`config.mk`:
```
export PLATFORM = sky130hd
export DESIGN_NAME = prga_encrypt
export DESIGN_NICKNAME = d
export VERILOG_FILES = /design/src/rtl/prga_encrypt.sv
export SDC_FILE = /design/constraint.sdc
export NUM_CORES = 1
export LEC_CHECK = 0
export CELL_PAD_IN_SITES_DETAIL_PLACEMENT = 1
export CELL_PAD_IN_SITES_GLOBAL_PLACEMENT = 1
export CORE_ASPECT_RATIO = 0.6
export CORE_MARGIN = 2
export CORE_UTILIZATION = 41
export DETAILED_ROUTE_END_ITERATION = 6
export GPL_TIMING_DRIVEN = 0
export PLACE_DENSITY = 0.8
export SKIP_CTS_REPAIR_TIMING = 1
export SLEW_MARGIN = 40
export SYNTH_ARGS = -nofsm -noshare
export SYNTH_HDL_FRONTEND = slang
export SYNTH_SLANG_ARGS = --single-unit
```
`constraint.sdc`:
```
create_clock -name clk -period 2.8 [get_ports clk]
set_input_delay 0.56 -clock clk [delete_from_list [all_inputs] [get_ports clk]]
set_output_delay 0.56 -clock clk [all_outputs]
set_load 0.02 [all_outputs]
```
`src/rtl/prga_encrypt.sv`:
```
// ARC4 PRGA encryption engine.
// Reads a length-prefixed plaintext from PT memory, runs the keystream
// generator over an already-scrambled S memory, and writes the
// length-prefixed ciphertext to CT memory. Started with the en/rdy handshake.
// Optional feature macro: PRGA_CKSUM_EN adds an 8-bit running XOR of the
// ciphertext bytes written at indices 1..mlen on port cksum.
module prga_encrypt (
  input  logic       clk,
  input  logic       rst_n,
  input  logic       en,
  output logic       rdy,
  output logic [7:0] s_addr,
  input  logic [7:0] s_rddata,
  output logic [7:0] s_wrdata,
  output logic       s_wren,
  output logic [7:0] pt_addr,
  input  logic [7:0] pt_rddata,
  output logic [7:0] ct_addr,
  output logic [7:0] ct_wrdata,
  output logic       ct_wren
`ifdef PRGA_CKSUM_EN
  ,
  output logic [7:0] cksum
`endif
);

  typedef enum logic [3:0] {
    ST_IDLE,
    ST_RDLEN,
    ST_WRLEN,
    ST_RDI,
    ST_CALCJ,
    ST_WRI,
    ST_WRJ,
    ST_RDPAD,
    ST_XOR
  } state_t;

  state_t     r_state;
  logic       r_rdy;
  logic [7:0] r_sAddr;
  logic       r_sWren;
  logic [7:0] r_ptAddr;
  logic [7:0] r_ctAddr;
  logic       r_ctWren;
  logic [7:0] r_i;
  logic [7:0] r_j;
  logic [7:0] r_si;
  logic [7:0] r_sj;
  logic [7:0] r_k;
  logic [7:0] r_mlen;
`ifdef PRGA_CKSUM_EN
  logic [7:0] r_cksum;
`endif

  logic [7:0] w_jNext;
  logic [7:0] w_pad;

  assign w_jNext = r_j + s_rddata;
  assign w_pad   = s_rddata ^ pt_rddata;

  // Sequencer: every state lasts one cycle; addresses and write enables are
  // loaded on the edge that enters the state that uses them.
  always_ff @(posedge clk) begin
    if (!rst_n) begin
      r_state  <= ST_IDLE;
      r_rdy    <= 1'b1;
      r_sAddr  <= 8'd0;
      r_sWren  <= 1'b0;
      r_ptAddr <= 8'd0;
      r_ctAddr <= 8'd0;
      r_ctWren <= 1'b0;
      r_i      <= 8'd0;
      r_j      <= 8'd0;
      r_si     <= 8'd0;
      r_sj     <= 8'd0;
      r_k      <= 8'd0;
      r_mlen   <= 8'd0;
`ifdef PRGA_CKSUM_EN
      r_cksum  <= 8'd0;
`endif
    end else begin
      r_sWren  <= 1'b0;
      r_ctWren <= 1'b0;
      case (r_state)
        ST_IDLE: begin
          if (en) begin
            r_state  <= ST_RDLEN;
            r_rdy    <= 1'b0;
            r_i      <= 8'd0;
            r_j      <= 8'd0;
            r_ptAddr <= 8'd0;
`ifdef PRGA_CKSUM_EN
            r_cksum  <= 8'd0;
`endif
          end
        end
        ST_RDLEN: begin
          r_state  <= ST_WRLEN;
          r_ctAddr <= 8'd0;
          r_ctWren <= 1'b1;
        end
        ST_WRLEN: begin
          r_mlen <= pt_rddata;
          r_k    <= 8'd1;
          if (pt_rddata == 8'd0) begin
            r_state  <= ST_IDLE;
            r_rdy    <= 1'b1;
            r_sAddr  <= 8'd0;
            r_ptAddr <= 8'd0;
            r_ctAddr <= 8'd0;
          end else begin
            r_state <= ST_RDI;
            r_i     <= r_i + 8'd1;
            r_sAddr <= r_i + 8'd1;
          end
        end
        ST_RDI: begin
          r_state <= ST_CALCJ;
        end
        ST_CALCJ: begin
          r_si    <= s_rddata;
          r_j     <= w_jNext;
          r_state <= ST_WRI;
          r_sAddr <= r_i;
          r_sWren <= 1'b1;
        end
        ST_WRI: begin
          r_sj    <= s_rddata;
          r_state <= ST_WRJ;
          r_sAddr <= r_j;
          r_sWren <= 1'b1;
        end
        ST_WRJ: begin
          r_state  <= ST_RDPAD;
          r_sAddr  <= r_si + r_sj;
          r_ptAddr <= r_k;
        end
        ST_RDPAD: begin
          r_state  <= ST_XOR;
          r_ctAddr <= r_k;
          r_ctWren <= 1'b1;
        end
        ST_XOR: begin
`ifdef PRGA_CKSUM_EN
          r_cksum <= r_cksum ^ w_pad;
`endif
          if (r_k == r_mlen) begin
            r_state  <= ST_IDLE;
            r_rdy    <= 1'b1;
            r_sAddr  <= 8'd0;
            r_ptAddr <= 8'd0;
            r_ctAddr <= 8'd0;
          end else begin
            r_k     <= r_k + 8'd1;
            r_state <= ST_RDI;
            r_i     <= r_i + 8'd1;
            r_sAddr <= r_i + 8'd1;
          end
        end
        default: begin
          r_state <= ST_IDLE;
          r_rdy   <= 1'b1;
        end
      endcase
    end
  end

  // Values that depend on read data arriving in the current cycle must be
  // steered straight from the memory outputs; everything else is registered.
  always_comb begin
    s_addr    = r_sAddr;
    s_wrdata  = 8'd0;
    ct_wrdata = 8'd0;
    case (r_state)
      ST_CALCJ: s_addr    = w_jNext;
      ST_WRI:   s_wrdata  = s_rddata;
      ST_WRJ:   s_wrdata  = r_si;
      ST_WRLEN: ct_wrdata = pt_rddata;
      ST_XOR:   ct_wrdata = w_pad;
      default:  s_wrdata  = 8'd0;
    endcase
  end

  assign rdy     = r_rdy;
  assign s_wren  = r_sWren;
  assign pt_addr = r_ptAddr;
  assign ct_addr = r_ctAddr;
  assign ct_wren = r_ctWren;
`ifdef PRGA_CKSUM_EN
  assign cksum   = r_cksum;
`endif

endmodule

```
==> metrics.txt <==
fraction of registers with async set/reset 0; Die Height 83.2 um; Pleak 2.50 nW; maximum VDD drop 0.000308 V; RD Place Congestion 0.974; Cell Chain, Critical Path buf_2 > ha_4 > fa_2 > a21o_1 > a21oi_2 > o21ai_1 > xor2_1 > nand2_1 > nand2_1 > clkbuf_2; Cells after Synth 524; total gr overflow 0; core outline area 10,000 sq um; CTS root buffer clkbuf_16; Post-Synth XOR/XNOR Area 0.0572; mapped cell area 4290 sq um; Peak Freq 352 MHz; CTS sink cnt 79; Post-Synth Simple-Gate Area 0.217; CP delay by family, top adder cells; Max Buffers Root-to-Sink 2; Fin. Hold Viols 0; first-pass GRT wire length 23.7 mm; Synth Net Count 561; final setup vio count 1; hold_ws 471 ps; Slowest-stage cell, CP fa_2; Iter 0 DRT Violations 381; R2R cell count 5; register area share after synthesis 0.369; Post-Syn Area per Cell 8.18 sq um; fin nets 634; pin slew with the least headroom to its limit 817 ps; Max-cap violations 0; DR pass1 iterations 5; vias per cell 5.93; crit share post-route 1.01; wire length per cell 20.5 um; compound-cell area share of the yosys netlist 0.245; Area growth syn-to-layout 30.2%; Comb pwr share 0.102; Post-Layout Cell Count 736; EDFF count, synth 0; Net Sw Frac 0.252; Buffers on Ports 60; DR vias 4,362; die area 11,300 sq um; Global Route Usage Sum 0.272; maximum number of pins on one net before global-route repair 13; Num CTS Buffers 9; Sequential Power Share 0.451; DP Wirelength 11.2 mm; Net Sw Power 641 uW; Hold Path Class flop to flop; Fillers 1,205; RSZ-0062 raised after global routing yes; worst path buffer plus inverter count 2; kind of start point of the critical path input port; cell area power density 456 nW/um^2; Crit path largest cell delay 350 ps; vias in the first global route 4,203; CTS tree built; Critical Path AT 2280 ps; I/O pin count 62; Pint 1.90 mW; worst-skew pair later-pin latency 340 ps; Slew Limit Fails 0; Worst Setup End Kind output pin; WP depth 10; violated checks negative setup slack; mux share of post-synthesis cell area 0.0187; slew margin rel. 0.455; Clock Pin Slew Worst Setup and Hold Paths 60 ps; H-tree Lvls 3; final critical-path required period 2840 ps; Antenna Nets Post-Route 0; clock group share of total power 0.446; WL final 15.1 mm; Hold Path Depth 2; starting density of the core 0.428; Synth Area in Adders 0.0561; post-synth cell types 56; Yosys reg bits 79; Ys Warns 0; setup TNS -37.6 ps; die width 136 um; Req. time, crit path 2240 ps; clk_skew 4.94 ps; # DRC 0; status finished, violations left; fin worst setup slack -37.6 ps; critical path's most frequent cell nand2_1; diodes inserted 0; share of cells above drive strength 1 0.126; largest family of logic cells by synthesized area compound AO/OA/AOI/OAI gates; Max Fanout on Critical Path 6; initial antenna violation count 0; Cell Rows 28; crit path kind input port to output pin; Most used DFF post-synth dfxtp_1; placed cell count 719
sequential cells by signal, summed over array words and instances, names as in the netlist:
signal,count
s_wren,1
r_i,8
ct_wren,1
r_mlen,8
r_sj,8
pt_addr,8
r_si,8
ct_addr,8
rdy,1
r_sAddr,8
r_k,8
r_state,4
r_j,8
stage by stage:
step	power [mW]	util	worst slack (ps)	area (sq um)
after floorplan	1.30	-	254	4290
after global placement	1.41	0.504	-1170	5050
after detailed placement	1.42	0.504	-1160	5050
after CTS	2.55	0.533	-1190	5340
after global routing	2.63	0.557	-120	5580
final	2.54	0.557	-37.6	5580
worst reg2reg max path, delay by kind of cell, from the launching register on:
family | cells | cell delay, ps
AOI/OAI and AO/OA | 2 | 940
and+or+nand+nor | 2 | 920
DFF | 1 | 390
buffers and inverters | 1 | 90
worst paths after layout:
| check | from | to | slack, ps |
|---|---|---|---|
| worst max-delay path | s_rddata[0] | s_addr[6] | -40 |
| worst min-delay path | r_mlen[7] | r_mlen[7] | 470 |
| worst max register to register | r_state[1] | ct_addr[1] | 410 |
| worst min register to register | r_mlen[7] | r_mlen[7] | 470 |
synthesized netlist by cell type (7+ instances only):
cell / n / area, sq um
ha_1: 16 / 200
nand2_1: 95 / 357
nor2_1: 36 / 135
inv_1: 9 / 33.8
and3_1: 10 / 62.6
o21ai_0: 42 / 210
mux2i_1: 8 / 80.1
a21boi_0: 12 / 90.1
xnor2_1: 12 / 105
a21oi_1: 43 / 215
buf_2: 7 / 35.0
nand3_1: 12 / 60.1
dfxtp_1: 79 / 1580
a22o_1: 23 / 201
clkbuf_1: 12 / 45.0
a31oi_1: 7 / 43.8
xor2_1: 16 / 140
nand3b_1: 9 / 67.6
layout make-up:
| type | instances | area, sq um | share of cell area |
|---|---|---|---|
| Multi-Input combinational cell | 410 | 2710 | 0.486 |
| Sequential cell | 79 | 1580 | 0.284 |
| Timing Repair Buffer | 64 | 643 | 0.115 |
| Clock buffer | 13 | 270 | 0.0484 |
| Tap cell | 135 | 169 | 0.0303 |
| Buffer | 22 | 150 | 0.0269 |
| Inverter | 11 | 41.3 | 0.00740 |
| Clock inverter | 2 | 15.0 | 0.00269 |
power groups by stage:
stage	logic (mW)	registers [mW]	clock network, mW
after floorplan	0.131	1.17	0
after global placement	0.236	1.17	0
after CTS	0.245	1.15	1.16
after global routing	0.285	1.15	1.20
final	0.261	1.15	1.14
after detailed placement	0.243	1.17	0
placed cells by master (no fill, tap or decap), drive strengths merged, types with 4 or more instances in the layout:
cell and count:
a221o 4, and3 10, xor2 16, nor3 5, dfxtp 79, clkbuf 30
inv 10, nor2 38, dlymetal6s2s 21, a21boi 12, a221oi 5, nor4 5
ha 16, buf 20, a31oi 7, a22o 23, nand3b 9, xnor2 12
nand2 97, o21ai 47, nand3 12, clkdlybuf4s50 28, a22oi 5, mux2i 8
a21oi 44, a21o 5, or3 5
layer usage:
layer / global-route usage / part of all wire / vias up
met5: 0 / 0 / -
met3: 0.0427 / 0.067 / 16
met1: 0.425 / 0.50 / 2171
met4: 0.0502 / 0.0081 / 0
li1: - / - / 2017
met2: 0.390 / 0.43 / 158
cell families after synthesis:
kind of cell	Yosys count
flip-flops	79
multiplexers	8
buffers and inverters	35
adder cells (fa/ha/maj)	18
AO/OA/AOI/OAI	163
XOR/XNOR	28
AND/OR/NAND/NOR	193
Note: power is estimated with default switching activity, not from simulation.
